## src/rtl/load_store_unit_if.sv

```systemverilog
// Bundles the pipeline-side request/response signals and the data-memory port
// of the load/store unit. The unit connects through the slave modport; the
// pipeline and memory together form the master side.
interface load_store_unit_if #(
  parameter int XLEN = 32
);
  // Pipeline side
  logic            start;
  logic            is_store;
  logic [2:0]      funct3;
  logic [XLEN-1:0] addr;
  logic [XLEN-1:0] wdata;
  logic            busy;
  logic            done;
  logic            fault;
  logic [XLEN-1:0] rdata;

  // Data-memory side
  logic            mem_req;
  logic            mem_we;
  logic [XLEN-1:0] mem_addr;
  logic [XLEN-1:0] mem_wdata;
  logic [3:0]      mem_be;
  logic            mem_ready;
  logic [XLEN-1:0] mem_rdata;

  modport master (
    output start, is_store, funct3, addr, wdata, mem_ready, mem_rdata,
    input  busy, done, fault, rdata, mem_req, mem_we, mem_addr, mem_wdata, mem_be
  );

  modport slave (
    input  start, is_store, funct3, addr, wdata, mem_ready, mem_rdata,
    output busy, done, fault, rdata, mem_req, mem_we, mem_addr, mem_wdata, mem_be
  );
endinterface

```

## src/rtl/load_store_unit.sv

```systemverilog
// RV32I memory-access stage. Takes the ALU result as effective address, checks
// alignment and funct3 legality, drives a word-addressed memory port with byte
// enables and a req/ready handshake, and returns the extended load result.
// Illegal or misaligned accesses are reported as a fault and never issued.
// All outputs are registered; only XLEN = 32 is supported.
module load_store_unit #(
  parameter int XLEN = 32
) (
  input  logic                   clk,
  input  logic                   rst,
  load_store_unit_if.slave       bus
);

  localparam logic [1:0] S_IDLE  = 2'd0;
  localparam logic [1:0] S_REQ   = 2'd1;
  localparam logic [1:0] S_DONE  = 2'd2;
  localparam logic [1:0] S_FAULT = 2'd3;

  logic [1:0]      state;
  logic            is_store_q;
  logic [2:0]      funct3_q;
  logic [1:0]      addr_lo_q;

  logic            busy_q;
  logic            done_q;
  logic            fault_q;
  logic [XLEN-1:0] rdata_q;
  logic            mem_req_q;
  logic            mem_we_q;
  logic [XLEN-1:0] mem_addr_q;
  logic [XLEN-1:0] mem_wdata_q;
  logic [3:0]      mem_be_q;

  logic            legal;
  logic [3:0]      be_next;
  logic [XLEN-1:0] wdata_next;

  logic [7:0]      lane_byte;
  logic [15:0]     lane_half;
  logic [XLEN-1:0] load_ext;

  // Decode legality, byte lanes and replicated store data for the incoming request
  always_comb begin
    // NOTE: every output of a combinational block gets a default first so no path leaves it unassigned (which would infer a latch).
    legal      = 1'b0;
    be_next    = 4'b0000;
    wdata_next = '0;
    case (bus.funct3)
      3'b000: begin // LB / SB
        legal      = 1'b1;
        be_next    = 4'b0001 << bus.addr[1:0];
        wdata_next = {4{bus.wdata[7:0]}};
      end
      3'b001: begin // LH / SH
        legal      = ~bus.addr[0];
        be_next    = bus.addr[1] ? 4'b1100 : 4'b0011;
        wdata_next = {2{bus.wdata[15:0]}};
      end
      3'b010: begin // LW / SW
        legal      = (bus.addr[1:0] == 2'b00);
        be_next    = 4'b1111;
        wdata_next = bus.wdata;
      end
      3'b100: begin // LBU only
        legal      = ~bus.is_store;
        be_next    = 4'b0001 << bus.addr[1:0];
      end
      3'b101: begin // LHU only
        legal      = ~bus.is_store & ~bus.addr[0];
        be_next    = bus.addr[1] ? 4'b1100 : 4'b0011;
      end
      default: legal = 1'b0;
    endcase
    // Loads never present write data on the bus
    if (!bus.is_store) wdata_next = '0;
  end

  // Select the addressed byte/halfword of the returned word and extend it
  always_comb begin
    lane_byte = 8'h00;
    lane_half = 16'h0000;
    load_ext  = '0;
    case (addr_lo_q)
      2'd0:    lane_byte = bus.mem_rdata[7:0];
      2'd1:    lane_byte = bus.mem_rdata[15:8];
      2'd2:    lane_byte = bus.mem_rdata[23:16];
      default: lane_byte = bus.mem_rdata[31:24];
    endcase
    lane_half = addr_lo_q[1] ? bus.mem_rdata[31:16] : bus.mem_rdata[15:0];
    case (funct3_q)
      3'b000:  load_ext = {{(XLEN-8){lane_byte[7]}}, lane_byte};
      3'b001:  load_ext = {{(XLEN-16){lane_half[15]}}, lane_half};
      3'b010:  load_ext = bus.mem_rdata;
      3'b100:  load_ext = {{(XLEN-8){1'b0}}, lane_byte};
      3'b101:  load_ext = {{(XLEN-16){1'b0}}, lane_half};
      default: load_ext = '0;
    endcase
  end

  // Access sequencer: accept, issue and hold the request, then pulse done
  always_ff @(posedge clk or posedge rst) begin
    if (rst) begin
      state       <= S_IDLE;
      is_store_q  <= 1'b0;
      funct3_q    <= 3'b000;
      addr_lo_q   <= 2'b00;
      busy_q      <= 1'b0;
      done_q      <= 1'b0;
      fault_q     <= 1'b0;
      rdata_q     <= '0;
      mem_req_q   <= 1'b0;
      mem_we_q    <= 1'b0;
      mem_addr_q  <= '0;
      mem_wdata_q <= '0;
      mem_be_q    <= 4'b0000;
    end else begin
      // NOTE: sequential state uses non-blocking assignments so every register samples pre-edge values regardless of statement order.
      done_q  <= 1'b0;
      fault_q <= 1'b0;
      case (state)
        S_IDLE: begin
          if (bus.start) begin
            is_store_q  <= bus.is_store;
            funct3_q    <= bus.funct3;
            addr_lo_q   <= bus.addr[1:0];
            mem_addr_q  <= {bus.addr[XLEN-1:2], 2'b00};
            mem_be_q    <= be_next;
            mem_wdata_q <= wdata_next;
            busy_q      <= 1'b1;
            if (legal) begin
              state     <= S_REQ;
              mem_req_q <= 1'b1;
              mem_we_q  <= bus.is_store;
            end else begin
              state   <= S_FAULT;
              done_q  <= 1'b1;
              fault_q <= 1'b1;
              rdata_q <= '0;
            end
          end
        end
        S_REQ: begin
          // Request fields stay frozen until memory accepts or returns data
          if (bus.mem_ready) begin
            rdata_q   <= is_store_q ? '0 : load_ext;
            mem_req_q <= 1'b0;
            mem_we_q  <= 1'b0;
            done_q    <= 1'b1;
            state     <= S_DONE;
          end
        end
        default: begin // S_DONE, S_FAULT: single completion cycle
          busy_q <= 1'b0;
          state  <= S_IDLE;
        end
      endcase
    end
  end

  assign bus.busy      = busy_q;
  assign bus.done      = done_q;
  assign bus.fault     = fault_q;
  assign bus.rdata     = rdata_q;
  assign bus.mem_req   = mem_req_q;
  assign bus.mem_we    = mem_we_q;
  assign bus.mem_addr  = mem_addr_q;
  assign bus.mem_wdata = mem_wdata_q;
  assign bus.mem_be    = mem_be_q;

endmodule
```

## src/flat_wrapper.sv

```systemverilog
// flat-port wrapper written by rule: the top's interface ports become plain ports
module load_store_unit_flat 
#(
  parameter int XLEN = 32
)
  (clk, rst, bus_start, bus_is_store, bus_funct3, bus_addr, bus_wdata, bus_mem_ready, bus_mem_rdata, bus_busy, bus_done, bus_fault, bus_rdata, bus_mem_req, bus_mem_we, bus_mem_addr, bus_mem_wdata, bus_mem_be);
  load_store_unit_if #(.XLEN(XLEN)) bus_i ();
  input  logic clk;
  input  logic rst;
  input wire logic [$bits(bus_i.start)-1:0] bus_start;
  input wire logic [$bits(bus_i.is_store)-1:0] bus_is_store;
  input wire logic [$bits(bus_i.funct3)-1:0] bus_funct3;
  input wire logic [$bits(bus_i.addr)-1:0] bus_addr;
  input wire logic [$bits(bus_i.wdata)-1:0] bus_wdata;
  input wire logic [$bits(bus_i.mem_ready)-1:0] bus_mem_ready;
  input wire logic [$bits(bus_i.mem_rdata)-1:0] bus_mem_rdata;
  output wire logic [$bits(bus_i.busy)-1:0] bus_busy;
  output wire logic [$bits(bus_i.done)-1:0] bus_done;
  output wire logic [$bits(bus_i.fault)-1:0] bus_fault;
  output wire logic [$bits(bus_i.rdata)-1:0] bus_rdata;
  output wire logic [$bits(bus_i.mem_req)-1:0] bus_mem_req;
  output wire logic [$bits(bus_i.mem_we)-1:0] bus_mem_we;
  output wire logic [$bits(bus_i.mem_addr)-1:0] bus_mem_addr;
  output wire logic [$bits(bus_i.mem_wdata)-1:0] bus_mem_wdata;
  output wire logic [$bits(bus_i.mem_be)-1:0] bus_mem_be;
  assign bus_i.start = bus_start;
  assign bus_i.is_store = bus_is_store;
  assign bus_i.funct3 = bus_funct3;
  assign bus_i.addr = bus_addr;
  assign bus_i.wdata = bus_wdata;
  assign bus_i.mem_ready = bus_mem_ready;
  assign bus_i.mem_rdata = bus_mem_rdata;
  assign bus_busy = bus_i.busy;
  assign bus_done = bus_i.done;
  assign bus_fault = bus_i.fault;
  assign bus_rdata = bus_i.rdata;
  assign bus_mem_req = bus_i.mem_req;
  assign bus_mem_we = bus_i.mem_we;
  assign bus_mem_addr = bus_i.mem_addr;
  assign bus_mem_wdata = bus_i.mem_wdata;
  assign bus_mem_be = bus_i.mem_be;
  load_store_unit #(.XLEN(XLEN)) u_core (.clk(clk), .rst(rst), .bus(bus_i));
endmodule
```

## config.mk

```make
export PLATFORM = sky130hd
export DESIGN_NAME = load_store_unit_flat
export DESIGN_NICKNAME = d
export VERILOG_FILES = /design/src/rtl/load_store_unit_if.sv /design/src/rtl/load_store_unit.sv /design/src/flat_wrapper.sv
export SDC_FILE = /design/constraint.sdc
export NUM_CORES = 1
export LEC_CHECK = 0
export CAP_MARGIN = 20
export CORE_MARGIN = 2
export CORE_UTILIZATION = 43
export DETAILED_ROUTE_END_ITERATION = 7
export PLACE_DENSITY = 0.86
export SETUP_SLACK_MARGIN = 0.15
export SYNTH_ARGS = -nofsm -noshare
export SYNTH_HDL_FRONTEND = slang
export SYNTH_SLANG_ARGS = --single-unit
```

## constraint.sdc

```tcl
create_clock -name clk -period 3.95 [get_ports clk]
set_input_delay 0.5925 -clock clk [delete_from_list [all_inputs] [get_ports clk]]
set_output_delay 0.5925 -clock clk [all_outputs]
set_load 0.01 [all_outputs]
```

# Yosys cells after proc, flatten, opt, wreduce, memory -nomap -nowiden
# Index checks and enable logic that the tools add are counted.
word_totals:
  elab_cells: 77
  ff_bits: 111
op_classes:
  n_reduce_logical: 13
  eq_ne: 15
  n_shift: 1
  mux: 31
  bitwise_logic: 4
ops:
  columns: ["operator", "n"]
  rows:
  - ["32-bit two-way mux", 5]
  - ["32-bit case mux with 5 select lines", 1]
  - ["32-bit case mux with 3 select lines", 1]
  - ["32-bit case mux with 2 select lines", 1]
  - ["8-bit case mux with 3 select lines", 1]
  - ["16-bit two-way mux", 1]
  - ["3-bit equality test, second input constant", 4]
  - ["4-bit case mux with 3 select lines", 1]
  - ["1-bit two-way mux", 10]
  - ["1-bit case mux with 2 select lines", 4]
  - ["4-bit AND reduction", 2]
  - ["3-bit by 1-bit equality test with 1-bit output, second input constant", 2]
  - ["3-bit by 2-bit equality test with 1-bit output, second input constant", 2]
  - ["2-bit zero test", 3]
  - ["3-bit zero test", 2]
  - ["2-bit two-way mux", 3]
  - ["2-bit != test, second input constant", 3]
  - ["2-bit AND reduction", 3]
  - ["1-bit case mux with 5 select lines", 1]
  - ["2-bit by 1-bit equality test with 1-bit output, second input constant", 2]
  - ["4-bit two-way mux", 1]
  - ["2-bit case mux with 2 select lines", 1]
  - ["2-bit OR reduction", 2]
  - ["1-bit by 2-bit left shift with 4-bit output, first input constant", 1]
  - ["5 further kinds", 7]

# Logic depth before layout (Yosys ltp)
# Gate-level depths: netlist (run 1).
depth:
  ltp_word: 6
  ltp_mapped: 7
  depth_no_buf: 4

# Worst setup path before layout (run 1)
# No wires, ideal clock.
synth_timing:
  path_kind: "in2reg"
  start: "in bus_funct3[1]"
  end: "reg u_core.rdata_q[16] (netlist: u_core.bus.rdata[16])"
  required_time_ns: 3.824
  setup_ns: 0.126
  path_buffers: 3
  arrival_time_ns: 1.809
  path_stages: 7
  setup_slack_ns: 2.016
  path_cell_list: "buf_2 > a221o_1 > o41ai_2 > a21o_1 > buf_2 > buf_2 > a221o_1"
synth_between:
  elab_chain_cells: 4
  elab_cells_between_ends: 8
  classes_between: "5 x eq/ne; 1 x mux; 2 x reduce/logical"
synth_rtl:
  columns: ["item", "line", "source"]
  rows:
  - ["from (decl)", "flat_wrapper.sv:12", "input wire logic [$bits(bus_i.funct3)-1:0] bus_funct3;"]
  - ["3-bit equality test, or another cell as far along", "load_store_unit.sv:48", "case (bus.funct3)"]
  - ["1-bit case mux with 5 select lines (*)", "load_store_unit.sv:48", null]
  - ["2-bit != test (no source line) (*)", null, null]
  - ["4-bit AND reduction (no source line) (*)", null, null]
  - ["to (signal assigned)", "load_store_unit.sv:145", "rdata_q <= is_store_q ? '0 : load_ext;"]
  - ["to (decl)", "load_store_unit.sv:27", "logic [XLEN-1:0] rdata_q;"]
# Every way passes the cells marked *; elsewhere a longest branch is shown, timed or not.
# A chain may end at the register's enable or synchronous reset.

# Worst setup path in the final report (run 1)
layout_timing:
  start: "in bus_start"
  end: "reg u_core.mem_wdata_q[22] (netlist: u_core.bus.mem_wdata[22])"
layout_between:
  elab_chain_cells: 1
layout_rtl:
  columns: ["item", "line", "source"]
  rows:
  - ["from (decl)", "flat_wrapper.sv:10", "input wire logic [$bits(bus_i.start)-1:0] bus_start;"]
  - ["2-bit AND reduction (no source line)", null, null]
  - ["to (signal assigned)", "load_store_unit.sv:128", "mem_wdata_q <= wdata_next;"]
  - ["to (decl)", "load_store_unit.sv:31", "logic [XLEN-1:0] mem_wdata_q;"]
# No other way between the ends.

==> impl_metrics.py, run 1 <==
metrics = {
    "synthesis": {
        "synth-edff-count": 0,
        "syn_inst": 420,
        "yosysTopAreaCellShare": 0.552,
        "synth_top_area_cell": "dfrtp_1",
        "synth_top_cells_by_area": "dfrtp_1 55%, mux2_2 8.0%, mux2i_1 6.2%",
        "synth_seq_cells": 111,
        "ys_async_sr_fraction": 1.00,
        "synth_flop_cell": "dfrtp_1",
        "ys_seq_area_frac": 0.552,
        "avgSynthCellArea_um2": 12.0,
        "synthesis.area_um2": 5040,
        "ys_warn_count": 0,
        "synthDistinctLibCells": 38,
    },
    "power_and_ir_drop": {
        "total_power_mw": 5.09,
        "p_leak_nw": 3.33,
        "peakVddDrop_v": 0.000457,
        "powerDensity_nw_per_um2": 674,
    },
    "grt": {
        "grt_start_max_net_pins": 58,
        "antenna_found_initial": 0,
        "grt_pass1_vias": 4579,
        "grt_use_met3": 0.0815,
        "grt_pass1_wl_um": 24000,
        "grt_busiest_layer": "met2",
        "grt_util_met2": 0.397,
        "grt_remaining_overflow": 0,
        "grt_usage": 0.238,
        "gr-usage-met1": 0.299,
    },
    "clock_network": {
        "cts_tree": "yes",
        "postCtsSetupBuffers": 0,
        "h-tree-depth": 3,
        "clk_latency_ps": 340,
        "path_clk_slew_ps": 80,
        "cts_buffers": 9,
        "ctsHoldBuffers": 0,
        "cts_root_buf": "clkbuf_16",
        "clk_path_buf_depth": 2,
        "cts.sinks": 111,
        "ctsResizeCount": 0,
    },
    "min_path": {
        "min-delay-start": "u_core.bus.mem_be[3]",
        "whs_path_depth": 2,
        "holdCritPathClass": "reg2reg",
        "min_to": "u_core.bus.mem_be[3]",
    },
    "place": {
        "io_buffers": 206,
        "gp_congestion": 0.900,
        "dp_hpwl_um": 11200,
        "dp_slack_ps": 827,
    },
    "setup_path": {
        "r2r.worst_path.cells": 3,
        "crit_fanout": 36,
        "reg2reg_from": "u_core.funct3_q[1]",
        "required_ps": 4230,
        "cp-end-kind": "register",
        "crit_arrival_ps": 3070,
        "critPathKind": "in2reg",
        "r2r-end": "u_core.bus.rdata[23]",
        "r2r_setup_slack_ps": 1350,
        "cp-start-kind": "input port",
    },
    "finish": {
        "fillers": 853,
        "layout-drive-gt1-share": 0.116,
        "layout_commonest_cell": "clkdlybuf4s50_1",
        "antenna_cells": 0,
        "final_util": 0.661,
        "final_cell_mix": "206 x clkdlybuf4s50_1, 111 x dfrtp_1, 36 x mux2_2, 32 x a22o_1, 31 x mux2i_1",
        "area_growth_pct": 49.9,
        "nets": 719,
    },
    "timing": {
        "rsz0062_at_grt": "no",
        "finalSetupTns_ps": 0,
        "slew_headroom": 0.269,
        "drv_slew": 0,
        "post-route-worst-setup-slack_ps": 1160,
        "tightest_slew_ps": 1090,
        "finalCritPeriodShare": 0.706,
        "finalSetupViolCount": 0,
        "skew_ps": 8.94,
        "timing.fmax_ghz": 0.359,
        "final_hold_viol_count": 0,
        "layout_min_cycle_time_ps": 2790,
    },
    "run": {
        "drv_cap": 0,
    },
    "run_status": {
        "status": "complete, no violations",
    },
    "route": {
        "drc_errors": 0,
        "routed_wl_um": 14900,
        "viasPerCell": 5.62,
        "drtIter0Drc": 305,
        "first_pass_iters": 4,
        "vias": 4289,
        "postRouteAntennaNets": 0,
        "drt-wirelength-per-cell_um": 19.5,
    },
    "floorplanning": {
        "initial_core_util": 0.441,
        "dieArea_um2": 12600,
        "die_h_um": 112,
        "pin_count": 209,
        "core_um2": 11400,
        "core.rowCount": 39,
        "die-width_um": 112,
    },
}
kinds of logic after synthesis:
group	after synthesis	synth area share
other	1	0.000745
multiplexers	68	0.147
AO/OA/AOI/OAI	118	0.184
buffers and inverters	43	0.0378
flip-flops	111	0.552
AND/OR/NAND/NOR	79	0.0795
final cells by class:
cell class / count / area, µm² / area share
Timing Repair Buffer: 216 / 2150 / 0.285
Clock inverter: 7 / 101 / 0.0134
Inverter: 10 / 40.0 / 0.00531
Tap cell: 143 / 179 / 0.0237
Clock buffer: 9 / 225 / 0.0298
Multi-Input combinational cell: 267 / 2070 / 0.275
Sequential cell: 111 / 2780 / 0.368
synth_stat cells, types with 5 or more instances:
library cell / number
a21o_1: 10
a21oi_1: 15
a221o_1: 24
a22o_1: 32
and2_1: 5
buf_2: 14
clkbuf_1: 13
dfrtp_1: 111
inv_1: 10
mux2_2: 36
mux2i_1: 31
nand2_1: 30
nand2b_1: 5
nand3_1: 8
nor2_1: 14
o211ai_1: 7
o21ai_0: 20
o221ai_1: 7
where the power goes:
group / switching, mW / internal [mW]
Clock: 0.432 / 0.565
Combinational: 0.936 / 1.28
Sequential: 0.321 / 1.56
how the worst max path moves through the flow:
stage | end | slack [ps] | start
after floorplan | u_core.addr_lo_q[0] | 430 | rst
after global placement | u_core.bus.mem_wdata[22] | 970 | bus_start
after detailed placement | u_core.bus.mem_wdata[16] | 830 | bus_start
after CTS | u_core.bus.mem_wdata[16] | 1180 | bus_start
after global routing | u_core.bus.mem_wdata[24] | 1020 | bus_start
final | u_core.bus.mem_wdata[22] | 1160 | bus_start
per-stage QoR:
stage,hold slack [ps],instances,cell area (µm²)
after global placement,467,747,7220
after detailed placement,484,747,7220
after floorplan,473,421,5040
final,496,763,7550
after CTS,502,763,7550
after global routing,512,763,7550
critical path, stage by stage:
cell,delay [ps]
clkdlybuf4s50_1,510
or3b_4,600
nor3b_1,680
and2_0,450
a221o_1,230
sequential cells by signal (all words and copies together), names as in the netlist, 2 cells and up:
signal,cells
u_core.bus.mem_wdata,32
u_core.bus.rdata,32
u_core.bus.mem_addr,30
u_core.bus.mem_be,4
u_core.funct3_q,3
u_core.addr_lo_q,2
u_core.state,2
per-layer routing:
layer,share of wire,up-vias
met5,0,-
met4,0.014,0
met3,0.090,19
met2,0.48,205
met1,0.41,2131
li1,-,1934
Power figures use the tool's default switching activity.
==> run 2, diff against run 1 <==
clock period = 2.9 ns   (was 3.95 ns; I/O delays follow)
==> run 2 against run 1 <==
Via count rose by 0.79%. Utilization rose by 0.21 points. Combinational power rose by 39%. First-iteration DRC count fell by 15%.
==> impl_metrics.py, run 2 (synthesis gave the netlist of run 1 again) <==
metrics = {
    "run_status": {
        "status": "complete, no violations",
    },
    "power_and_ir_drop": {
        "p_leak_nw": 3.34,
        "powerDensity_nw_per_um2": 906,
        "total_power_mw": 6.86,
        "peakVddDrop_v": 0.000627,
    },
    "floorplanning": {
        "initial_core_util": 0.441,
        "pin_count": 209,
        "die_h_um": 112,
        "core.rowCount": 39,
        "die-width_um": 112,
        "core_um2": 11400,
        "dieArea_um2": 12600,
    },
    "route": {
        "drtIter0Drc": 258,
        "viasPerCell": 5.62,
        "vias": 4323,
        "postRouteAntennaNets": 0,
        "drc_errors": 0,
        "drt-wirelength-per-cell_um": 19.2,
        "first_pass_iters": 4,
        "routed_wl_um": 14800,
    },
    "run": {
        "drv_cap": 0,
    },
    "timing": {
        "timing.fmax_ghz": 0.472,
        "slew_headroom": 0.590,
        "drv_slew": 0,
        "final_hold_viol_count": 0,
        "tightest_slew_ps": 609,
        "finalSetupTns_ps": 0,
        "rsz0062_at_grt": "no",
        "post-route-worst-setup-slack_ps": 783,
        "finalCritPeriodShare": 0.730,
        "layout_min_cycle_time_ps": 2120,
        "whs_ps": 456,
        "finalSetupViolCount": 0,
        "skew_ps": 8.06,
    },
    "grt": {
        "grt_pass1_vias": 4481,
        "grt_start_max_net_pins": 95,
        "antenna_found_initial": 0,
        "grt_usage": 0.234,
        "grt_remaining_overflow": 0,
        "grt_pass1_wl_um": 23500,
    },
    "clock_network": {
        "clk_path_buf_depth": 2,
        "cts_buffers": 9,
        "clk_latency_ps": 350,
        "cts_root_buf": "clkbuf_16",
        "h-tree-depth": 3,
        "path_clk_slew_ps": 70,
        "cts.sinks": 111,
        "cts_tree": "yes",
        "postCtsSetupBuffers": 0,
        "ctsHoldBuffers": 0,
        "ctsResizeCount": 0,
    },
    "place": {
        "io_buffers": 206,
        "gp_congestion": 0.885,
        "dp_slack_ps": 461,
        "dp_hpwl_um": 11100,
    },
    "setup_path": {
        "required_ps": 3180,
        "cp-end-kind": "register",
        "reg2reg_from": "u_core.state[1]",
        "crit_arrival_ps": 2400,
        "max_stage_delay_ps": 500,
        "crit_fanout": 7,
        "r2r_setup_slack_ps": 920,
        "crit_path_cell_trace": "clkdlybuf4s50_1 -> or3b_4 -> nor3b_1 -> and2_0 -> a221o_1",
        "cp-start-kind": "input port",
        "path_buf_inv": 1,
        "r2r.worst_path.cells": 4,
        "slowest_stage": "clkdlybuf4s50_1",
        "critical-path-top-delay-family": "simple AND/OR/NAND/NOR gates",
        "critPathKind": "in2reg",
        "r2r-end": "u_core.bus.mem_wdata[16]",
    },
    "finish": {
        "layout-drive-gt1-share": 0.125,
        "final_util": 0.663,
        "final_cell_mix": "206 x clkdlybuf4s50_1, 111 x dfrtp_1, 36 x mux2_2, 32 x a22o_1, 31 x mux2i_1",
        "antenna_cells": 0,
        "layout_commonest_cell": "clkdlybuf4s50_1",
        "area_growth_pct": 50.3,
        "nets": 725,
    },
    "min_path": {
        "holdCritPathClass": "in2async",
    },
}
-- run 2: changes by cell type in the layout (fill, tap and decap cells not counted), sizes merged --
cell | previous run | this run
clkinv | 1 | 2
buf | 10 | 16
inv | 13 | 11
clkinvlp | 1 | 3
bufinv | 2 | 1
-- run 2: worst max path at each step --
stage / from / to / slack, ps / cells past startpoint
after floorplan: rst / u_core.addr_lo_q[0] / 1120 / 1
after global placement: bus_start / u_core.bus.mem_wdata[17] / 530 / 5
after detailed placement: bus_addr[1] / u_core.bus.rdata[23] / 460 / 5
after CTS: bus_addr[1] / u_core.bus.rdata[23] / 780 / 5
after global routing: bus_addr[1] / u_core.bus.rdata[22] / 680 / 5
final: bus_start / u_core.bus.mem_wdata[16] / 780 / 5
-- run 2: layer usage --
layer / track usage / wire [µm] / up-vias
met1: 0.303 / 6260 / 2140
met5: 0 / 0 / -
met3: 0.0702 / 1290 / 19
met2: 0.386 / 7050 / 210
li1: - / - / 1954
met4: 0.0642 / 190 / 0
-- run 2: area by class of cell --
type / instances / area (µm²)
well taps: 143 / 179
multi-input cells: 267 / 2070
inverters: 10 / 41.3
fillers: 891 / 3850
flip-flops and latches: 111 / 2780
repair buffers: 222 / 2190
clock inverters: 7 / 78.8
clock buffers: 9 / 225
-- run 2: report_power, final --
group	internal, mW	total [mW]	switching, mW
clock	0.680	1.26	0.585
combinational	1.76	3.07	1.31
sequential	2.12	2.52	0.403
-- run 2: metrics by stage --
| stage | cells | instance area [µm²] |
|---|---|---|
| final | 769 | 7570 |
| after floorplan | 421 | 5040 |
| after CTS | 769 | 7570 |
| after global placement | 753 | 7270 |
| after detailed placement | 753 | 7270 |
| after global routing | 769 | 7570 |
